### config.mk
export PLATFORM = sky130hd
export DESIGN_NAME = serial_adder
export DESIGN_NICKNAME = d
export VERILOG_FILES = /design/src/rtl/serial_adder.sv
export SDC_FILE = /design/constraint.sdc
export NUM_CORES = 1
export LEC_CHECK = 0
export CAP_MARGIN = 40
export CORE_MARGIN = 2
export CORE_UTILIZATION = 53
export CTS_BUF_LIST = sky130_fd_sc_hd__clkbuf_2
export DETAILED_ROUTE_END_ITERATION = 10
export GPL_TIMING_DRIVEN = 0
export PLACE_DENSITY_LB_ADDON = 0.05
export SYNTH_ARGS = -nofsm -noshare
export SYNTH_HDL_FRONTEND = slang
export SYNTH_SLANG_ARGS = --single-unit
### constraint.sdc
create_clock -name clk -period 1.6 [get_ports clk]
set_clock_uncertainty 0.2 [all_clocks]
set_input_delay 0.4 -clock clk [delete_from_list [all_inputs] [get_ports clk]]
set_output_delay 0.4 -clock clk [all_outputs]
set_load 0.005 [all_outputs]
### src/rtl/serial_adder.sv
// Bit-serial adder: WIDTH-bit operands summed LSB-first through one full-adder cell.
// Optional subtract mode is enabled with SERIAL_ADDER_SUB_EN.
module serial_adder #(
    parameter int unsigned WIDTH = 8
) (
    input  logic             clk,
    input  logic             rst,
    input  logic             start,
    input  logic [WIDTH-1:0] a,
    input  logic [WIDTH-1:0] b,
    input  logic             cin,
`ifdef SERIAL_ADDER_SUB_EN
    input  logic             sub,
`endif
    output logic             busy,
    output logic             done,
    output logic [WIDTH-1:0] s,
    output logic             cout
);

    localparam int unsigned CNT_W = $clog2(WIDTH + 1);

    typedef enum logic [1:0] {
        IDLE = 2'd0,
        RUN  = 2'd1,
        DONE = 2'd2
    } state_t;

    state_t           state;
    state_t           next_state;
    logic             busy_nxt;
    logic             done_nxt;

    logic [WIDTH-1:0] ra;
    logic [WIDTH-1:0] rb;
    logic [WIDTH-1:0] acc;
    logic [WIDTH-1:0] acc_shift;
    logic             c;
    logic [CNT_W-1:0] cnt;

    logic             sum_bit;
    logic             carry_bit;
    logic             last_bit;
    logic             accept;
    logic [WIDTH-1:0] b_cap;
    logic             c_cap;

    // Single full-adder cell fed from the operand LSBs and the carry register
    always_comb begin
        sum_bit   = ra[0] ^ rb[0] ^ c;
        carry_bit = (ra[0] & rb[0]) | (ra[0] & c) | (rb[0] & c);
    end

    always_comb begin
        last_bit = (state == RUN) && (cnt == CNT_W'(WIDTH - 1));
        accept   = start && ((state == IDLE) || (state == DONE));
    end

    // Sum bits enter at the MSB so the LSB-first stream ends up in place
    if (WIDTH == 1) begin : g_acc_w1
        assign acc_shift = sum_bit;
    end else begin : g_acc_wn
        assign acc_shift = {sum_bit, acc[WIDTH-1:1]};
    end

`ifdef SERIAL_ADDER_SUB_EN
    // Subtraction as a + ~b + 1; cin is ignored in this mode
    always_comb begin
        b_cap = sub ? ~b : b;
        c_cap = sub ? 1'b1 : cin;
    end
`else
    always_comb begin
        b_cap = b;
        c_cap = cin;
    end
`endif

    always_ff @(posedge clk) begin
        if (rst) begin
            state <= IDLE;
        end else begin
            state <= next_state;
        end
    end

    always_comb begin
        next_state = state;
        case (state)
            IDLE:    if (start) next_state = RUN;
            RUN:     if (last_bit) next_state = DONE;
            DONE:    next_state = start ? RUN : IDLE;
            default: next_state = IDLE;
        endcase
    end

    // Status flags are decoded from the upcoming state and then registered
    always_comb begin
        busy_nxt = 1'b0;
        done_nxt = 1'b0;
        if (next_state == RUN) begin
            busy_nxt = 1'b1;
        end
        if (next_state == DONE) begin
            done_nxt = 1'b1;
        end
    end

    always_ff @(posedge clk) begin
        if (rst) begin
            busy <= 1'b0;
            done <= 1'b0;
        end else begin
            busy <= busy_nxt;
            done <= done_nxt;
        end
    end

    always_ff @(posedge clk) begin
        if (rst) begin
            ra   <= '0;
            rb   <= '0;
            acc  <= '0;
            c    <= 1'b0;
            cnt  <= '0;
            s    <= '0;
            cout <= 1'b0;
        end else if (accept) begin
            ra   <= a;
            rb   <= b_cap;
            acc  <= '0;
            c    <= c_cap;
            cnt  <= '0;
        end else if (state == RUN) begin
            ra   <= ra >> 1;
            rb   <= rb >> 1;
            acc  <= acc_shift;
            c    <= carry_bit;
            cnt  <= cnt + CNT_W'(1);
            // Outputs only ever see the completed result
            if (last_bit) begin
                s    <= acc_shift;
                cout <= carry_bit;
            end
        end
    end

endmodule

# Word level (Yosys, flattened, before mapping)
# Index checks and enable logic that the tools add are counted.
[totals]
register_bits = 42
out_inout_bits = 11
mem_count = 0
latch_bits = 0
ram_bits = 0
inputBits = 20
wordCells = 43
rom_bits = 0
[op_classes]
eq_ne = 5
shifts = 0
div = 0
addsub = 1
muxes = 12
magnitude_cmp = 0
multipliers = 0
n_bitwise = 8
reduce_logical = 7
[ops]
columns = ["operator", "n"]
rows = [
  ["8-bit 2-to-1 mux", 4],
  ["2-bit case mux with 3 select lines", 1],
  ["1-bit 2-to-1 mux", 5],
  ["4-bit by 1-bit adder with 4-bit output, second input constant", 1],
  ["2-bit by 1-bit == test with 1-bit output, second input constant", 2],
  ["2-bit == test, second input constant", 2],
  ["4-bit by 3-bit == test with 1-bit output, second input constant", 1],
  ["2-bit 2-to-1 mux", 2],
  ["1-bit AND", 3],
  ["3-bit AND reduction", 1],
  ["1-bit logical AND", 2],
  ["2-bit logical NOT", 1],
  ["1-bit OR", 2],
  ["2-bit nonzero test", 1],
  ["2-bit OR reduction", 1],
  ["1-bit XOR", 2],
  ["1-bit logical OR", 1],
  ["1-bit inverter", 1],
]

# Logic depth before layout (Yosys ltp)
[logic_depth]
word_depth = 6
mapped_depth = 5

# Least setup slack after synthesis
# No wires, ideal clock.
[synth_timing]
kind = "register -> register"
startpoint = "register cnt[0]"
endpoint = "register cout"
path_buffers = 0
stages_incl_launch_ff = 5
t_arrival_ps = 1134
setup_time_ps = 72
t_required_ps = 1328
slack_ps = 194
path_cell_list = "dfxtp_1 ha_1 nand3b_1 nor2_8 mux2i_1"
[synth_via]
elab_chain_cells = 3
[synth_rtl]
columns = ["item", "line_no", "text"]
rows = [
  ["start: declaration", "39", "logic [CNT_W-1:0] cnt;"],
  ["start signal: assignment", "139", "cnt <= cnt + CNT_W'(1);"],
  ["4-bit by 3-bit == test with 1-bit output", "55", "last_bit = (state == RUN) && (cnt == CNT_W'(WIDTH - 1));"],
  ["1-bit logical AND", "55", ""],
  ["3-bit AND reduction (no source line)", "n/a", ""],
  ["end signal: assignment", "143", "cout <= carry_bit;"],
  ["end: declaration", "18", "output logic cout"],
]
# Every way passes these cells.
# A chain may end at the register's enable or synchronous reset.

# Final worst setup path
[layout_timing]
startpoint = "register done"
endpoint = "output done"
[layout_rtl]
columns = ["item", "line_no", "text"]
rows = [
  ["start: declaration", "16", "output logic done,"],
  ["start signal: assignment", "115", "done <= done_nxt;"],
]
# No word-level cell between the ends.

==> impl_results.md <==
* Min Tclk post-route at 1.54 ns
* Maximum clock rate at 651 MHz
* Synthesized net count at 208
* VDD IR max at 0.662 mV
* I/O Pins at 31
* Setup WS post-layout at 0.0636 ns
* Layout cells sized above 1 at 19.5%
* Yosys reg bits at 41
* Max clock buf depth at 2
* Cell count after synthesis at 186
* Port buffer count at 29
* Largest net degree at the start of global routing at 13
* Core area at 0.00298 mm^2
* Sw Ratio at 25.5%
* CTS tree: built
* Internal at 1.46 mW
* Pre-CTS setup slack at -0.289 ns
* Routed wire length at 3630 um
* Synth Warn # at 0
* Routed via count at 1484
* First DRT Iteration DRCs at 55
* Setup CP Type: flip-flop to output pin
* First-pass GRT wire length at 5900 um
* Synth Area per Inst at 8.74 um^2
* Vias in the first global route at 1340
* Antenna viol nets, final at 0
* Crit-path slowest cell: dfxtp_1
* Power per cell area at 969 mW/mm^2
* Die X at 59.4 um
* Filler cell count at 252
* Row cnt at 20
* First-pass DRT Iterations at 4
* Max-slew headroom at 68.7%
* Leak pwr at 0.757 nW
* Comb pwr share at 13.3%
* Cell area after synthesis at 0.00163 mm^2
* Buffers plus inverters on the worst setup path at 1
* Drt via density at 5.73
* Die H at 59.4 um
* Req. time, crit path at 1.00 ns
* CTS Buf Count at 5
* Slowest cell delay on critical path at 0.35 ns
* CTS Sinks at 41
* Data arrival time of the worst path at 0.94 ns
* CP cell instances: clkdlybuf4s15_1
* Critical path fanouts, max at 1
* Max-cap viol count at 0
* Ant. Diodes at 0
* Worst slew pin tran at 0.469 ns
* Die Area at 0.00353 mm^2
* Unrepaired setup endpoints after global routing: no
* Status: finished clean
* Clock share of power at 30.6%
* GRT Total Usage at 22.7%
* Clk Tree Root Cell: clkbuf_2
* Starting Density at 54.6%
* # setup viols final at 0
* Seq pwr share at 56.2%
* Synth cell types at 26
* Hold Vio Cnt, Final at 0
* DRC Markers at 0
* Hold Slack at 0.199 ns
* Fin crit share at 96.0%
* Gpl congestion at 0.809
* Gr ovfl total at 0
* Initial antenna violation count at 0
* NetSw at 498 uW
* Hold Crit Class: primary input to flip-flop
* Pwr Total at 1.96 mW
* Startpoint Class: flip-flop
* Post-DP HPWL at 2500 um
* Delay-heaviest family, CP: flip-flops
* Crit. End Element: output pin
* Worst-path clk slew at 0.21 ns
* Wirelength per Cell at 14.0 um
* Register area share after synthesis at 50.5%
* Synth-to-layout area growth at 24.0%
* Final Slew Violations at 0
* Worst-Skew Late Latency at 0.40 ns
* Layout net count at 247
* CTS H-tree depth at 2
-- flip-flops by register name, summed over array words and instances (netlist names) --
signal and flops:
cnt 4, acc 7, s 8, cout 1, busy 1, state 2, rb 8, done 1
c 1, ra 8
-- final cells by class --
| class | instances | area, um^2 | area share, % |
|---|---|---|---|
| plain buffers | 14 | 88.8 | 4.40 |
| clock buffers | 6 | 30.0 | 1.49 |
| clock inverters | 2 | 33.8 | 1.67 |
| inverters | 1 | 3.75 | 0.186 |
| multi-input cells | 131 | 724 | 35.9 |
| flip-flops and latches | 41 | 835 | 41.4 |
| well taps | 33 | 41.3 | 2.05 |
| repair buffers | 31 | 260 | 12.9 |
-- power groups by stage --
stage	logic [mW]	clock network (mW)	registers, mW
after floorplan	0.166	0	1.11
after global placement	0.249	0	1.12
after detailed placement	0.256	0	1.12
after CTS	0.258	0.605	1.10
after global routing	0.286	0.651	1.10
final	0.259	0.598	1.10
-- cells in the mapped netlist --
| cell | n | share of area [%] |
|---|---|---|
| nand2_1 | 48 | 11 |
| dfxtp_1 | 41 | 50 |
| nor3_1 | 17 | 5.2 |
| a21oi_1 | 13 | 4.0 |
| mux2i_1 | 10 | 6.2 |
| o22ai_1 | 7 | 2.7 |
| a31oi_1 | 6 | 2.3 |
| buf_4 | 6 | 2.8 |
| o21ai_0 | 6 | 1.8 |
| buf_2 | 5 | 1.5 |
| nand3_1 | 4 | 1.2 |
| nor2_1 | 4 | 0.92 |
| a22oi_1 | 2 | 0.92 |
| clkbuf_1 | 2 | 0.46 |
| nand2b_1 | 2 | 0.77 |
| nand3b_1 | 2 | 0.92 |
| nor2b_1 | 2 | 0.77 |
| buf_6 | 1 | 0.69 |
| fa_1 | 1 | 1.2 |
| ha_1 | 1 | 0.77 |
| inv_2 | 1 | 0.23 |
| nor2_8 | 1 | 1.2 |
| o21ai_1 | 1 | 0.31 |
| or3_1 | 1 | 0.38 |
| xnor2_1 | 1 | 0.54 |
| xor2_1 | 1 | 0.54 |
-- kinds of logic (layout without fill, tap and decap cells) --
logic type / after synthesis / count (layout) / share of synthesized area, %
and+or+nand+nor: 81 / 82 / 22.5
DFF: 41 / 41 / 50.5
AOI/OAI and AO/OA: 35 / 35 / 12.1
buffers and inverters: 15 / 54 / 5.69
muxes: 10 / 10 / 6.15
adders and majority gates: 2 / 2 / 2.00
xor gates and xnor gates: 2 / 2 / 1.08
-- worst paths after layout --
kind	start	endpoint	slack, ns	cells after the start
worst min register to register	s[3]	s[3]	0.27	2
worst min-delay path	rst	rb[1]	0.20	2
worst max register to register	cnt[0]	s[7]	0.11	5
worst max-delay path	done	done	0.06	1
-- cell usage in the layout (no fill, tap or decap), drive strengths merged, types with 7 or more instances in the layout --
master         instances
nor3                  17
clkdlybuf4s50         18
o21ai                  7
a21oi                 13
clkbuf                17
dfxtp                 41
nand2                 48
buf                   14
mux2i                 10
o22ai                  7
-- routing by layer --
metal	share of wire (%)	track usage, %
met2	50	39.7
met4	2.2	12.3
met3	6.1	4.15
met5	0	0
met1	41	25.8
-- through the flow --
stage	setup TNS [ns]	util (%)	cell area, um^2	instances
4_1_cts	0	69.1	2060	259
2_1_floorplan	0	-	1630	186
3_3_place_gp	-5.20	65.8	1960	248
3_5_place_dp	-5.58	65.8	1960	248
5_1_grt	0	67.7	2020	259
6_report	0	67.7	2020	259
-- what timing repair did --
| action | CTS | global route |
|---|---|---|
| endpoints found under the setup margin | 20 | 14 |
| hold buffers | 0 | 0 |
| buffers inserted | 2 | 0 |
| gates cloned | 1 | 0 |
| gates resized for setup | 30 | 12 |
| pin swaps | 2 | 0 |
Note: power is estimated with default switching activity, not from simulation.
